[config.mk]
export PLATFORM = sky130hd
export DESIGN_NAME = coreapb3toahb_master
export DESIGN_NICKNAME = d
export VERILOG_FILES = /design/src/rtl/coreapb3toahb_master.sv
export SDC_FILE = /design/constraint.sdc
export NUM_CORES = 1
export LEC_CHECK = 0
export CORE_UTILIZATION = 40
export DETAILED_ROUTE_END_ITERATION = 6
export GPL_TIMING_DRIVEN = 0
export PLACE_DENSITY = 0.84
export SYNTH_ARGS = -nofsm -noshare
export SYNTH_HDL_FRONTEND = slang
export SYNTH_SLANG_ARGS = --single-unit
[constraint.sdc]
create_clock -name HCLK -period 2.8 [get_ports HCLK]
set_clock_uncertainty 0.05 [all_clocks]
set_input_delay 0.28 -clock HCLK [delete_from_list [all_inputs] [get_ports HCLK]]
set_output_delay 0.28 -clock HCLK [all_outputs]
set_load 0.1 [all_outputs]
[src/rtl/coreapb3toahb_master.sv]
// APB3 responder to AHB-Lite initiator: each APB access becomes one 32-bit NONSEQ transfer.
// Optional wait-state timeout is enabled by defining COREAPB3TOAHB_TIMEOUT_EN.
module coreapb3toahb_master #(
  parameter int unsigned APB_ADDR_WIDTH = 16,
  parameter logic [31:0] AHB_BASE       = 32'h0000_0000,
  parameter int unsigned TIMEOUT_CYCLES = 255
) (
  input  logic                      HCLK,
  input  logic                      HRESETN,
  input  logic                      PSEL,
  input  logic                      PENABLE,
  input  logic                      PWRITE,
  input  logic [APB_ADDR_WIDTH-1:0] PADDR,
  input  logic [31:0]               PWDATA,
  output logic [31:0]               PRDATA,
  output logic                      PREADY,
  output logic                      PSLVERR,
  output logic [31:0]               HADDR,
  output logic [1:0]                HTRANS,
  output logic                      HWRITE,
  output logic [2:0]                HSIZE,
  output logic [2:0]                HBURST,
  output logic [3:0]                HPROT,
  output logic                      HMASTLOCK,
  output logic [31:0]               HWDATA,
  input  logic [31:0]               HRDATA,
  input  logic                      HREADY,
  input  logic                      HRESP
);

  typedef enum logic [1:0] {S_IDLE, S_ADDR, S_DATA, S_DONE} state_t;

  localparam logic [1:0] HTRANS_IDLE   = 2'b00;
  localparam logic [1:0] HTRANS_NONSEQ = 2'b10;

  state_t      state_q, state_d;
  logic [31:0] haddr_q, haddr_d;
  logic [31:0] hwdata_q, hwdata_d;
  logic [31:0] prdata_q, prdata_d;
  logic        hwrite_q, hwrite_d;
  logic        err_q, err_d;
  logic        pready_q, pslverr_q;
  logic [31:0] addr_map;
  logic        timeout_hit;

  always_comb begin
    addr_map                     = AHB_BASE;
    addr_map[APB_ADDR_WIDTH-1:0] = PADDR;
    addr_map[1:0]                = 2'b00;
  end

`ifdef COREAPB3TOAHB_TIMEOUT_EN
  localparam int unsigned CNT_RAW = $clog2(TIMEOUT_CYCLES + 1);
  localparam int unsigned CNT_W   = (CNT_RAW < 8) ? 8 : ((CNT_RAW > 16) ? 16 : CNT_RAW);
  localparam logic [CNT_W-1:0] CNT_LIMIT = CNT_W'(TIMEOUT_CYCLES);
  localparam logic [CNT_W-1:0] CNT_ONE   = CNT_W'(1);

  logic [CNT_W-1:0] cnt_q, cnt_d;
  logic             waiting;

  assign waiting     = ((state_q == S_ADDR) || (state_q == S_DATA)) && !HREADY;
  // Fires on the wait cycle that brings the count to the limit.
  assign timeout_hit = waiting && ((cnt_q + CNT_ONE) == CNT_LIMIT);

  always_comb begin
    cnt_d = cnt_q;
    if (state_d != state_q) cnt_d = '0;
    else if (waiting)       cnt_d = cnt_q + CNT_ONE;
  end

  always_ff @(posedge HCLK or negedge HRESETN) begin
    if (!HRESETN) cnt_q <= '0;
    else          cnt_q <= cnt_d;
  end
`else
  logic unused_timeout;
  assign timeout_hit    = 1'b0;
  assign unused_timeout = ^TIMEOUT_CYCLES;
`endif

  always_comb begin
    state_d  = state_q;
    haddr_d  = haddr_q;
    hwrite_d = hwrite_q;
    hwdata_d = hwdata_q;
    prdata_d = prdata_q;
    err_d    = err_q;
    case (state_q)
      S_IDLE: begin
        if (PSEL && !PENABLE) begin
          haddr_d  = addr_map;
          hwrite_d = PWRITE;
          if (PWRITE) hwdata_d = PWDATA;
          state_d  = S_ADDR;
        end
      end
      S_ADDR: begin
        if (HREADY) begin
          state_d = S_DATA;
        end else if (timeout_hit) begin
          err_d   = 1'b1;
          state_d = S_DONE;
        end
      end
      S_DATA: begin
        if (HREADY) begin
          if (HRESP) begin
            err_d = 1'b1;
          end else begin
            err_d = 1'b0;
            if (!hwrite_q) prdata_d = HRDATA;
          end
          state_d = S_DONE;
        end else if (timeout_hit) begin
          err_d   = 1'b1;
          state_d = S_DONE;
        end
      end
      S_DONE:  state_d = S_IDLE;
      default: state_d = S_IDLE;
    endcase
  end

  // PREADY/PSLVERR are registered from the next state so they are high exactly while in DONE.
  always_ff @(posedge HCLK or negedge HRESETN) begin
    if (!HRESETN) begin
      state_q   <= S_IDLE;
      haddr_q   <= '0;
      hwrite_q  <= 1'b0;
      hwdata_q  <= '0;
      prdata_q  <= '0;
      err_q     <= 1'b0;
      pready_q  <= 1'b0;
      pslverr_q <= 1'b0;
    end else begin
      state_q   <= state_d;
      haddr_q   <= haddr_d;
      hwrite_q  <= hwrite_d;
      hwdata_q  <= hwdata_d;
      prdata_q  <= prdata_d;
      err_q     <= err_d;
      pready_q  <= (state_d == S_DONE);
      pslverr_q <= (state_d == S_DONE) && err_d;
    end
  end

  assign HTRANS    = (state_q == S_ADDR) ? HTRANS_NONSEQ : HTRANS_IDLE;
  assign HADDR     = haddr_q;
  assign HWRITE    = hwrite_q;
  assign HWDATA    = hwdata_q;
  assign HSIZE     = 3'b010;
  assign HBURST    = 3'b000;
  assign HPROT     = 4'b0011;
  assign HMASTLOCK = 1'b0;
  assign PRDATA    = prdata_q;
  assign PREADY    = pready_q;
  assign PSLVERR   = pslverr_q;

endmodule

==> impl_summary.md <==
Status
The run finished with clean final reports.

Floorplanning
The area of the core region is 8300 sq um. The die is 94.9 microns wide. After floorplanning, the core was divided into 33 placement rows. For this configuration, the core starts out at a cell density of 41.6%. During I/O placement, the number of pins put on the boundary was 199. The die covers 9000 sq um. The die boundary height is 94.9 microns.

Setup path
Of all nets on the critical path, the largest fanout is 4. STA puts the critical path data required time at 2470 ps. The reg-to-reg setup timing slack is 850 ps. The worst setup path is of the reg2out kind.

The critical path data arrival time is 2220 ps. The startpoint kind of the worst setup timing path is a flip-flop. The worst setup path is captured at a primary output.

Global routing
For this run the aggregate overflow at the end of global routing stands at 0. The initial antenna violation count came to 0. Global routing used 17.8% of the available tracks.

The via count of the first global-routing pass is 2,486. The first global-routing pass estimated 12,000 microns of wire. The largest net degree at the start of global routing is 51.

Layout
The number of antenna diodes in the final layout is 0. The post-route netlist has 31.1% of its cells at a drive strength greater than 1. At the end of the flow the core is filled with cells to 67.2%.

From synthesis to final layout, the design area changed by 61.7%. At the end of the flow, the number of nets in the layout was 509.

Drt
The first routing iteration left 31 violations. The amount of wire on met2 after detailed routing is 4270 microns. The remaining design rule violation count is 0.

The count of TritonRoute iterations in the first routing pass is 3. The routed layout has 2,322 vias. In the detailed route, the total length drawn on met3 is 555 microns. The detailed-route vias per instance is 4.36. The antenna violation net count after detailed routing is 0. The total detailed-routing wirelength is 7970 microns. The per-cell routed wire length is 15.0 microns.

In this run the top signal layer used is met4. The met1 wire length is 3000 microns.

Timing
Setup repair after global routing left no endpoint under its margin. The post-route worst hold slack is 413 ps. The top achievable clock speed is 0.392 GHz.

The max-slew violation total from the final report is 0. The sum of negative setup slack is 0 ps. Headroom to the max-slew limit came out at 31.6%. After layout, the minimum clock period comes to 2550 ps. The final cycle utilization of the critical path is 91.2%. The measured slew at the worst slew-check pin is 1020 ps. The setup-violating endpoint count in the final report is 0. The hold violation count in the final report is 0.

Yosys
Yosys attributes the largest share of cell area to sky130_fd_sc_hd__dfrtp_1, sky130_fd_sc_hd__mux2_2, sky130_fd_sc_hd__mux2_4, sky130_fd_sc_hd__buf_4, sky130_fd_sc_hd__buf_6. Dividing the synthesized area by the synthesized cell count gives 16.0 sq um. For this run, the register share of the synthesized area comes to 60.2%. For this run, the number of Yosys warnings is 0.

After synthesis the netlist holds a flip-flop and latch count of 83. The unique cell type count in the Yosys netlist is 17. Summing every instance area after synthesis gives 3450 sq um. Of all cell types, the one taking the most synthesized area is sky130_fd_sc_hd__dfrtp_1. Summed over its instances, the top area cell type makes up 60.2% of the synthesized netlist area. Synthesis produced a netlist whose cell count is 215.

CTS
The number of clock buffers added by TritonCTS is 9. The total number of H-tree levels is 3. No sink is reached through more buffers than the 2 on the longest clock path.

The CTS tree is built. Clock latency on the worst-skew pair, taken at its later pin, is 340 ps. The number of buffers inserted by post-CTS setup repair is 0.

The root cell of the clock tree is sky130_fd_sc_hd__clkbuf_8. The clock transition at the registers of the reported paths is 80 ps. The number of clock sinks is 83.

Placement
The congestion estimate from routability-driven global placement came to 0.698. Detailed placement finished with a half-perimeter wire length of 6000 microns. The count of input and output buffers is 166.

Min path
The path class of the lowest-slack min-delay path is in2async.

Job
The count of max-cap constraint violations is 0.
kinds of logic after synthesis:
family                 share of synthesized area [%]
DFF                                             60.2
and+or+nand+nor                                 1.78
muxes                                           28.6
buffers and inverters                           8.63
AOI/OAI and AO/OA                              0.544
other                                          0.218
sequential cells by signal (all words and copies together) (netlist names):
name     flops
HWRITE       1
HADDR       14
PSLVERR      1
PRDATA      32
PREADY       1
state_q      2
HWDATA      32
path summary, 6_finish.rpt:
kind,from,endpoint,depth (start not counted)
setup / recovery,state_q[0],HTRANS[1],2
hold / removal,HRESETN,HADDR[9],2
setup reg to reg,state_q[1],HADDR[14],3
hold reg to reg,PRDATA[8],PRDATA[8],1
max in group asynchronous,HRESETN,HWDATA[9],3
min in group HCLK,HRESP,PSLVERR,3
Yosys cell counts:
| library cell | count |
|---|---|
| sky130_fd_sc_hd__nor2b_1 | 1 |
| sky130_fd_sc_hd__buf_2 | 4 |
| sky130_fd_sc_hd__nand2_4 | 1 |
| sky130_fd_sc_hd__nand3b_1 | 1 |
| sky130_fd_sc_hd__buf_4 | 30 |
| sky130_fd_sc_hd__mux2_2 | 49 |
| sky130_fd_sc_hd__a211o_1 | 1 |
| sky130_fd_sc_hd__mux2_4 | 29 |
| sky130_fd_sc_hd__conb_1 | 2 |
| sky130_fd_sc_hd__nor4b_4 | 1 |
| sky130_fd_sc_hd__nand3_1 | 1 |
| sky130_fd_sc_hd__o21ai_0 | 2 |
| sky130_fd_sc_hd__inv_1 | 5 |
| sky130_fd_sc_hd__dfrtp_1 | 83 |
| sky130_fd_sc_hd__nor2_1 | 1 |
| sky130_fd_sc_hd__nand2_1 | 1 |
| sky130_fd_sc_hd__buf_6 | 3 |
cell usage in the layout (no fill, tap or decap):
cell and count:
sky130_fd_sc_hd__nand3_1 1, sky130_fd_sc_hd__clkbuf_1 2, sky130_fd_sc_hd__nor4b_4 1, sky130_fd_sc_hd__nor2_1 1, sky130_fd_sc_hd__clkdlybuf4s50_1 165, sky130_fd_sc_hd__nor2b_1 1
sky130_fd_sc_hd__clkinvlp_4 2, sky130_fd_sc_hd__conb_1 30, sky130_fd_sc_hd__mux2_2 49, sky130_fd_sc_hd__nand2_4 1, sky130_fd_sc_hd__nand3b_1 1, sky130_fd_sc_hd__mux2_4 29
sky130_fd_sc_hd__inv_1 5, sky130_fd_sc_hd__bufinv_16 1, sky130_fd_sc_hd__dfrtp_1 83, sky130_fd_sc_hd__o21ai_0 2, sky130_fd_sc_hd__buf_2 4, sky130_fd_sc_hd__dlygate4sd3_1 1
sky130_fd_sc_hd__buf_4 31, sky130_fd_sc_hd__buf_6 3, sky130_fd_sc_hd__clkinv_2 1, sky130_fd_sc_hd__nand2_1 1, sky130_fd_sc_hd__clkbuf_8 10, sky130_fd_sc_hd__a211o_1 1
sky130_fd_sc_hd__buf_16 1
cell type report:
class / count / area, sq um
Inverter: 5 / 18.8
Tap cell: 105 / 131
Clock buffer: 12 / 145
Clock inverter: 4 / 50.0
Multi-Input combinational cell: 118 / 1180
Buffer: 37 / 279
Fill cell: 625 / 2720
Timing Repair Buffer: 168 / 1700
Sequential cell: 83 / 2080
critical path, stage by stage, from the launching register on:
cell,delay [ps]
sky130_fd_sc_hd__dfrtp_1,420
sky130_fd_sc_hd__nor2b_1,260
sky130_fd_sc_hd__clkdlybuf4s50_1,1200
through the flow:
step / std cells / setup WS (ps) / area (sq um)
finish: 532 / 246 / 5580
global route: 532 / 170 / 5580
CTS: 532 / 227 / 5580
detailed placement: 515 / 564 / 5370
global placement: 514 / -1550 / 5350
floorplan: 243 / 591 / 3550
layer usage:
metal | track usage, % | vias up
met4 | 7.32 | 0
met2 | 31.5 | 98
met1 | 20.1 | 1130
met3 | 4.99 | 11
met5 | 0 | -
li1 | - | 1083
timing repair:
| action | CTS | global route |
|---|---|---|
| endpoints found under the hold margin | 33 | 0 |
| gates resized for setup | 0 | 0 |
| hold buffers | 1 | 0 |
Power is not shown: default switching activity piles up to over one toggle a cycle in this logic, so the estimate is an artifact.
